$ cat config.mk
export PLATFORM = sky130hd
export DESIGN_NAME = i2c_target
export DESIGN_NICKNAME = d
export VERILOG_FILES = /design/src/rtl/i2c_target.sv
export SDC_FILE = /design/constraint.sdc
export NUM_CORES = 1
export LEC_CHECK = 0
export CORE_UTILIZATION = 59
export CTS_CLUSTER_DIAMETER = 40
export DETAILED_ROUTE_END_ITERATION = 16
export GPL_TIMING_DRIVEN = 0
export PLACE_DENSITY = 0.89
export SETUP_SLACK_MARGIN = 0.1
export SYNTH_ARGS = -nofsm -noshare
export SYNTH_HDL_FRONTEND = slang
export SYNTH_SLANG_ARGS = --single-unit
$ cat constraint.sdc
create_clock -name clk -period 4.6 [get_ports clk]
set_input_delay 0.46 -clock clk [delete_from_list [all_inputs] [get_ports clk]]
set_output_delay 0.46 -clock clk [all_outputs]
set_load 0.1 [all_outputs]
$ cat src/rtl/i2c_target.sv
// I2C target with 7-bit address and an auto-incrementing 8-bit register pointer.
// Bus pins are synchronized on clk; sda_o is the open-drain enable (0 = pull low).
module i2c_target #(
  parameter logic [6:0] TARGET_ADDR = 7'h50
) (
  input  logic       clk,
  input  logic       reset_n,
  input  logic       scl_i,
  input  logic       sda_i,
  output logic       sda_o,
  output logic [7:0] reg_addr,
  output logic [7:0] reg_wdata,
  output logic       reg_we,
  output logic       reg_re,
  input  logic [7:0] reg_rdata,
  output logic       busy
);

  localparam int unsigned DW = 8;
  localparam int unsigned CW = 3;

  typedef enum logic [3:0] {
    ST_IDLE, ST_ADDR, ST_ADDR_ACK, ST_PTR, ST_PTR_ACK,
    ST_WR, ST_WR_ACK, ST_RD, ST_RD_ACK
  } state_t;

  state_t          r_state, w_state_nxt;
  logic            r_scl_meta, r_scl_s, r_scl_d;
  logic            r_sda_meta, r_sda_s, r_sda_d;
  logic            r_sda_o, r_busy, r_rw, r_ack_phase;
  logic            r_reg_we, r_reg_re;
  logic [DW-1:0]   r_reg_addr, r_reg_wdata;
  logic [CW-1:0]   r_bit_cnt;
  logic [DW-2:0]   r_shift;
  logic [DW-2:0]   r_tx;
  logic            w_scl_rise, w_scl_fall, w_start, w_stop;
  logic            w_last, w_ack_end, w_match;
  logic [DW-1:0]   w_byte;

  // Two-flop synchronizers plus one delay stage for edge detection
  always_ff @(posedge clk or negedge reset_n) begin
    if (!reset_n) begin
      r_scl_meta <= 1'b1; r_scl_s <= 1'b1; r_scl_d <= 1'b1;
      r_sda_meta <= 1'b1; r_sda_s <= 1'b1; r_sda_d <= 1'b1;
    end else begin
      r_scl_meta <= scl_i; r_scl_s <= r_scl_meta; r_scl_d <= r_scl_s;
      r_sda_meta <= sda_i; r_sda_s <= r_sda_meta; r_sda_d <= r_sda_s;
    end
  end

  assign w_scl_rise = r_scl_s & ~r_scl_d;
  assign w_scl_fall = ~r_scl_s & r_scl_d;
  assign w_start    = r_scl_s & r_scl_d & r_sda_d & ~r_sda_s;
  assign w_stop     = r_scl_s & r_scl_d & ~r_sda_d & r_sda_s;
  assign w_byte     = {r_shift, r_sda_s};
  assign w_last     = w_scl_rise && (r_bit_cnt == 3'd7);
  assign w_ack_end  = w_scl_fall && r_ack_phase;
  assign w_match    = (w_byte[7:1] == TARGET_ADDR);

  always_ff @(posedge clk or negedge reset_n) begin
    if (!reset_n) r_state <= ST_IDLE;
    else          r_state <= w_state_nxt;
  end

  always_comb begin
    w_state_nxt = r_state;
    if (w_start) begin
      w_state_nxt = ST_ADDR;
    end else if (w_stop) begin
      w_state_nxt = ST_IDLE;
    end else begin
      case (r_state)
        ST_ADDR:     if (w_last) w_state_nxt = w_match ? ST_ADDR_ACK : ST_IDLE;
        ST_ADDR_ACK: if (w_ack_end) w_state_nxt = r_rw ? ST_RD : ST_PTR;
        ST_PTR:      if (w_last) w_state_nxt = ST_PTR_ACK;
        ST_PTR_ACK,
        ST_WR_ACK:   if (w_ack_end) w_state_nxt = ST_WR;
        ST_WR:       if (w_last) w_state_nxt = ST_WR_ACK;
        ST_RD:       if (w_scl_fall && (r_bit_cnt == 3'd7)) w_state_nxt = ST_RD_ACK;
        ST_RD_ACK: begin
          if (w_scl_rise && !r_ack_phase && r_sda_s) w_state_nxt = ST_IDLE;
          else if (w_ack_end)                        w_state_nxt = ST_RD;
        end
        default: ;
      endcase
    end
  end

  // Datapath: shifting, ACK drive, strobes and pointer
  always_ff @(posedge clk or negedge reset_n) begin
    if (!reset_n) begin
      r_sda_o     <= 1'b1;
      r_reg_addr  <= '0;
      r_reg_wdata <= '0;
      r_reg_we    <= 1'b0;
      r_reg_re    <= 1'b0;
      r_busy      <= 1'b0;
      r_rw        <= 1'b0;
      r_ack_phase <= 1'b0;
      r_bit_cnt   <= '0;
      r_shift     <= '0;
      r_tx        <= '0;
    end else begin
      r_reg_we <= 1'b0;
      r_reg_re <= 1'b0;
      if (r_reg_we || r_reg_re) r_reg_addr <= r_reg_addr + 8'd1;
      if (r_reg_re) begin
        r_tx    <= reg_rdata[6:0];
        r_sda_o <= reg_rdata[7];
      end
      if (w_start || w_stop) begin
        r_sda_o     <= 1'b1;
        r_busy      <= 1'b0;
        r_bit_cnt   <= '0;
        r_ack_phase <= 1'b0;
      end else begin
        case (r_state)
          ST_ADDR, ST_PTR, ST_WR: if (w_scl_rise) begin
            r_shift     <= w_byte[6:0];
            r_bit_cnt   <= r_bit_cnt + 3'd1;
            r_ack_phase <= 1'b0;
            if (w_last) begin
              if (r_state == ST_ADDR && w_match) begin
                r_rw   <= w_byte[0];
                r_busy <= 1'b1;
              end
              if (r_state == ST_PTR) r_reg_addr <= w_byte;
              if (r_state == ST_WR) begin
                r_reg_we    <= 1'b1;
                r_reg_wdata <= w_byte;
              end
            end
          end
          // First fall pulls SDA low, second fall releases it
          ST_ADDR_ACK, ST_PTR_ACK, ST_WR_ACK: if (w_scl_fall) begin
            r_ack_phase <= ~r_ack_phase;
            r_sda_o     <= r_ack_phase;
            r_bit_cnt   <= '0;
            if (r_ack_phase && r_state == ST_ADDR_ACK && r_rw) r_reg_re <= 1'b1;
          end
          ST_RD: if (w_scl_fall) begin
            r_bit_cnt <= r_bit_cnt + 3'd1;
            r_sda_o   <= (r_bit_cnt == 3'd7) ? 1'b1 : r_tx[6];
            r_tx      <= {r_tx[5:0], 1'b0};
          end
          ST_RD_ACK: begin
            if (w_scl_rise && !r_ack_phase) begin
              if (r_sda_s) r_busy      <= 1'b0;
              else         r_ack_phase <= 1'b1;
            end
            if (w_ack_end) begin
              r_ack_phase <= 1'b0;
              r_reg_re    <= 1'b1;
              r_bit_cnt   <= '0;
            end
          end
          default: ;
        endcase
      end
    end
  end

  assign sda_o     = r_sda_o;
  assign reg_addr  = r_reg_addr;
  assign reg_wdata = r_reg_wdata;
  assign reg_we    = r_reg_we;
  assign reg_re    = r_reg_re;
  assign busy      = r_busy;

endmodule

==> impl_metrics.yaml <==
hold_path:
  hp-class: "input pin to async pin"
global_routing:
  grt_pass1_vias: 1687
  grt_use_total: 0.2489
  overflow: 0
  grt_first_pass_wirelength_um: 7935
  grt_max_degree: 36
  antenna_found_initial: 0
sta:
  maxSlewViolCount: 0
  finalCritPeriodShare: 0.5247
  hold_viol_final: 0
  rsz0062_at_grt: "no"
  max_clock_freq_mhz: 414.3
  hold_ws_ps: 61.09
  relSlewSlack: 0.3498
  setup_viol: 0
  fin_crit_ps: 2414
  worst_slew_pin_slew_ps: 972.3
  finClkSkew_ps: 4.852
  fin_tns_setup_ps: 0
routing:
  drc: 0
  initialDrtViolationCount: 81
  avgRoutedWirePerCell_um: 15.14
  ant_nets: 0
  drt_wl_total_um: 4662
  drtPass1Iterations: 4
  via_per_inst: 5.760
  vias: 1774
clock_tree:
  cts_max_level: 2
  clock_latency_ps: 300
  cts_resized: 0
  cts_buffers: 5
  postCtsHoldBufs: 0
  cts_tree: "done"
  post_cts.repair.setup_buffers: 0
  clk_path_buf_depth: 2
  clock-sinks: 49
  clkTransAtPathRegs_ps: 80
  root_buffer: "clkbuf_8"
floorplanning:
  core_mm2: 0.003771
  ios: 32
  die_y_um: 65.83
  die_w_um: 65.83
  start_util: 0.6374
  rows: 22
  fp.dieArea_mm2: 0.004333
worst_setup_path:
  reg2regPathDepth: 6
  crit_cells: 1
  cp-end-kind: "primary output"
  worstPathArrival_ps: 1950
  cp_slowest_cell: "clkdlybuf4s50_1"
  max_stage_delay_ps: 1120
  critPathTopFamily: "buffers and inverters"
  crit_buf_inv: 1
  crit_path_start_kind: "flop"
  path_class: "flop to primary output"
  path_max_fanout: 2
  crit_chain: "clkdlybuf4s50_1"
  worstPathRequired_ps: 4140
pwr:
  finalPower_uw: 753.8
  p_leak_nw: 1.288
  vdd_ir_drop_max_v: 0.0002587
  power.density_mw_per_mm2: 260.8
logic_synthesis:
  synth_nets: 235
  ys_types: 42
  synth_seq_area_share: 0.5138
  ys_seq_elements: 49
  syn-instance-count: 220
  yosysWarnings: 0
  synth_area_per_cell_um2: 10.93
  synth_area_mm2: 0.002404
place:
  dp_hpwl_um: 3411
  placed_cell_area_mm2: 0.002789
  portBuffers: 31
  gp_congestion: 0.9282
layout:
  postLayoutCellArea_mm2: 0.002890
  drive_gt1_frac: 0.1769
  num-nets-final: 274
  antennaDiodeCount: 0
  fin_util: 0.7664
  area_delta_synth_final_pct: 20.25
job:
  cap_violations: 0
status:
  outcome: "finished, final reports clean"
## cell type report
type                            instances  area [um^2]
Buffer                                 11        57.56
Clock buffer                            7        96.34
Sequential cell                        49         1235
Multi-Input combinational cell        156         1096
Timing Repair Buffer                   32        325.3
Inverter                                4        15.01
Clock inverter                          1        5.005
Tap cell                               48        60.06
Fill cell                             254        880.8
## metal layers
| layer | track usage | share of wire | routed length (um) |
|---|---|---|---|
| met5 | 0 | 0 | 0 |
| met1 | 0.3472 | 0.46 | 2134 |
| met3 | 0.05000 | 0.060 | 279 |
| met4 | 0.1087 | 0.015 | 70 |
| met2 | 0.3763 | 0.47 | 2178 |
## synthesized netlist by cell type
| cell | number | share of area |
|---|---|---|
| xnor2_1 | 4 | 0.015 |
| nor2_1 | 21 | 0.033 |
| nor4bb_1 | 2 | 0.0083 |
| a22o_1 | 2 | 0.0073 |
| nand2b_1 | 3 | 0.0078 |
| o21ai_1 | 2 | 0.0042 |
| mux2i_1 | 11 | 0.046 |
| or2_1 | 3 | 0.0078 |
| buf_2 | 7 | 0.015 |
| o32ai_1 | 2 | 0.0073 |
| o221ai_1 | 1 | 0.0036 |
| o21ai_0 | 7 | 0.015 |
| o211ai_1 | 1 | 0.0031 |
| mux2_4 | 8 | 0.050 |
| or3b_1 | 2 | 0.0073 |
| o311a_1 | 1 | 0.0042 |
| ha_1 | 3 | 0.016 |
| nand4_1 | 4 | 0.010 |
| nor2b_4 | 1 | 0.0057 |
| nand3_1 | 5 | 0.010 |
| buf_6 | 1 | 0.0047 |
| xor2_1 | 5 | 0.018 |
| mux2_2 | 10 | 0.047 |
| o22a_1 | 1 | 0.0036 |
| and2b_1 | 1 | 0.0031 |
| dfstp_2 | 7 | 0.077 |
| nand2_1 | 20 | 0.031 |
| inv_1 | 4 | 0.0062 |
| o41ai_1 | 1 | 0.0036 |
| nor3_1 | 5 | 0.010 |
| nor4b_2 | 1 | 0.0062 |
| nand3_2 | 1 | 0.0042 |
| dfrtp_1 | 42 | 0.44 |
| a32o_1 | 1 | 0.0042 |
| nor4_1 | 3 | 0.0078 |
| and3_1 | 2 | 0.0052 |
| a21boi_1 | 1 | 0.0031 |
| a21oi_1 | 16 | 0.033 |
| nor2b_1 | 2 | 0.0052 |
| clkbuf_1 | 3 | 0.0047 |
| or3_1 | 2 | 0.0052 |
| o311ai_0 | 1 | 0.0036 |
## kinds of logic (layout without fill, tap and decap cells)
logic type,count (synthesis),in the layout,synth area share
XOR/XNOR,9,9,0.03279
adder cells (fa/ha/maj),3,3,0.01562
AO/OA/AOI/OAI,37,37,0.09579
buffers and inverters,15,55,0.03019
multiplexers,29,29,0.1426
AND/OR/NAND/NOR,78,78,0.1692
flip-flops,49,49,0.5138
## sequential cells by signal, indices dropped and copies added, names as in the netlist, 3 cells and up
name and cells:
r_state 4, r_tx 7, reg_wdata 8, r_bit_cnt 3
reg_addr 8, r_shift 7
## worst paths after layout
kind,startpoint,to,slack (ps)
worst max-delay path,sda_o,sda_o,2190
worst min-delay path,reset_n,reg_wdata[0],60
worst max register to register,r_sda_s,r_state[1],2520
worst min register to register,r_scl_meta,r_scl_s,360
max in group asynchronous,reset_n,sda_o,3990
min in group clk,r_scl_meta,r_scl_s,360
## worst reg2reg max path: cells and delay by family, from the launching register on
| family | cells | cell delay [ps] |
|---|---|---|
| flops | 1 | 530 |
| compound gates | 2 | 530 |
| buf+inv | 1 | 230 |
| simple gates | 3 | 680 |
## through the flow
step	instances	worst slack [ps]
6_report	308	2186
5_1_grt	308	2155
4_1_cts	308	2183
3_5_place_dp	300	2509
3_3_place_gp	299	1777
2_1_floorplan	220	2287
## report_power, final
group	switching [mW]	leakage, nW	internal, mW
clock network	0.132	0.0542	0.136
registers	0.00830	0.627	0.440
logic	0.0192	0.607	0.0188
## cell usage in the layout, fill, tap and decap left out, types with 5 or more instances in the layout
| master | count |
|---|---|
| buf_2 | 8 |
| nand2_1 | 20 |
| dfrtp_1 | 42 |
| clkdlybuf4s50_1 | 30 |
| mux2_2 | 10 |
| clkbuf_8 | 7 |
| xor2_1 | 5 |
| nand3_1 | 5 |
| a21oi_1 | 16 |
| mux2_4 | 8 |
| dfstp_2 | 7 |
| o21ai_0 | 7 |
| nor3_1 | 5 |
| nor2_1 | 21 |
| mux2i_1 | 11 |
No activity file was read; power rests on OpenSTA's default activity.
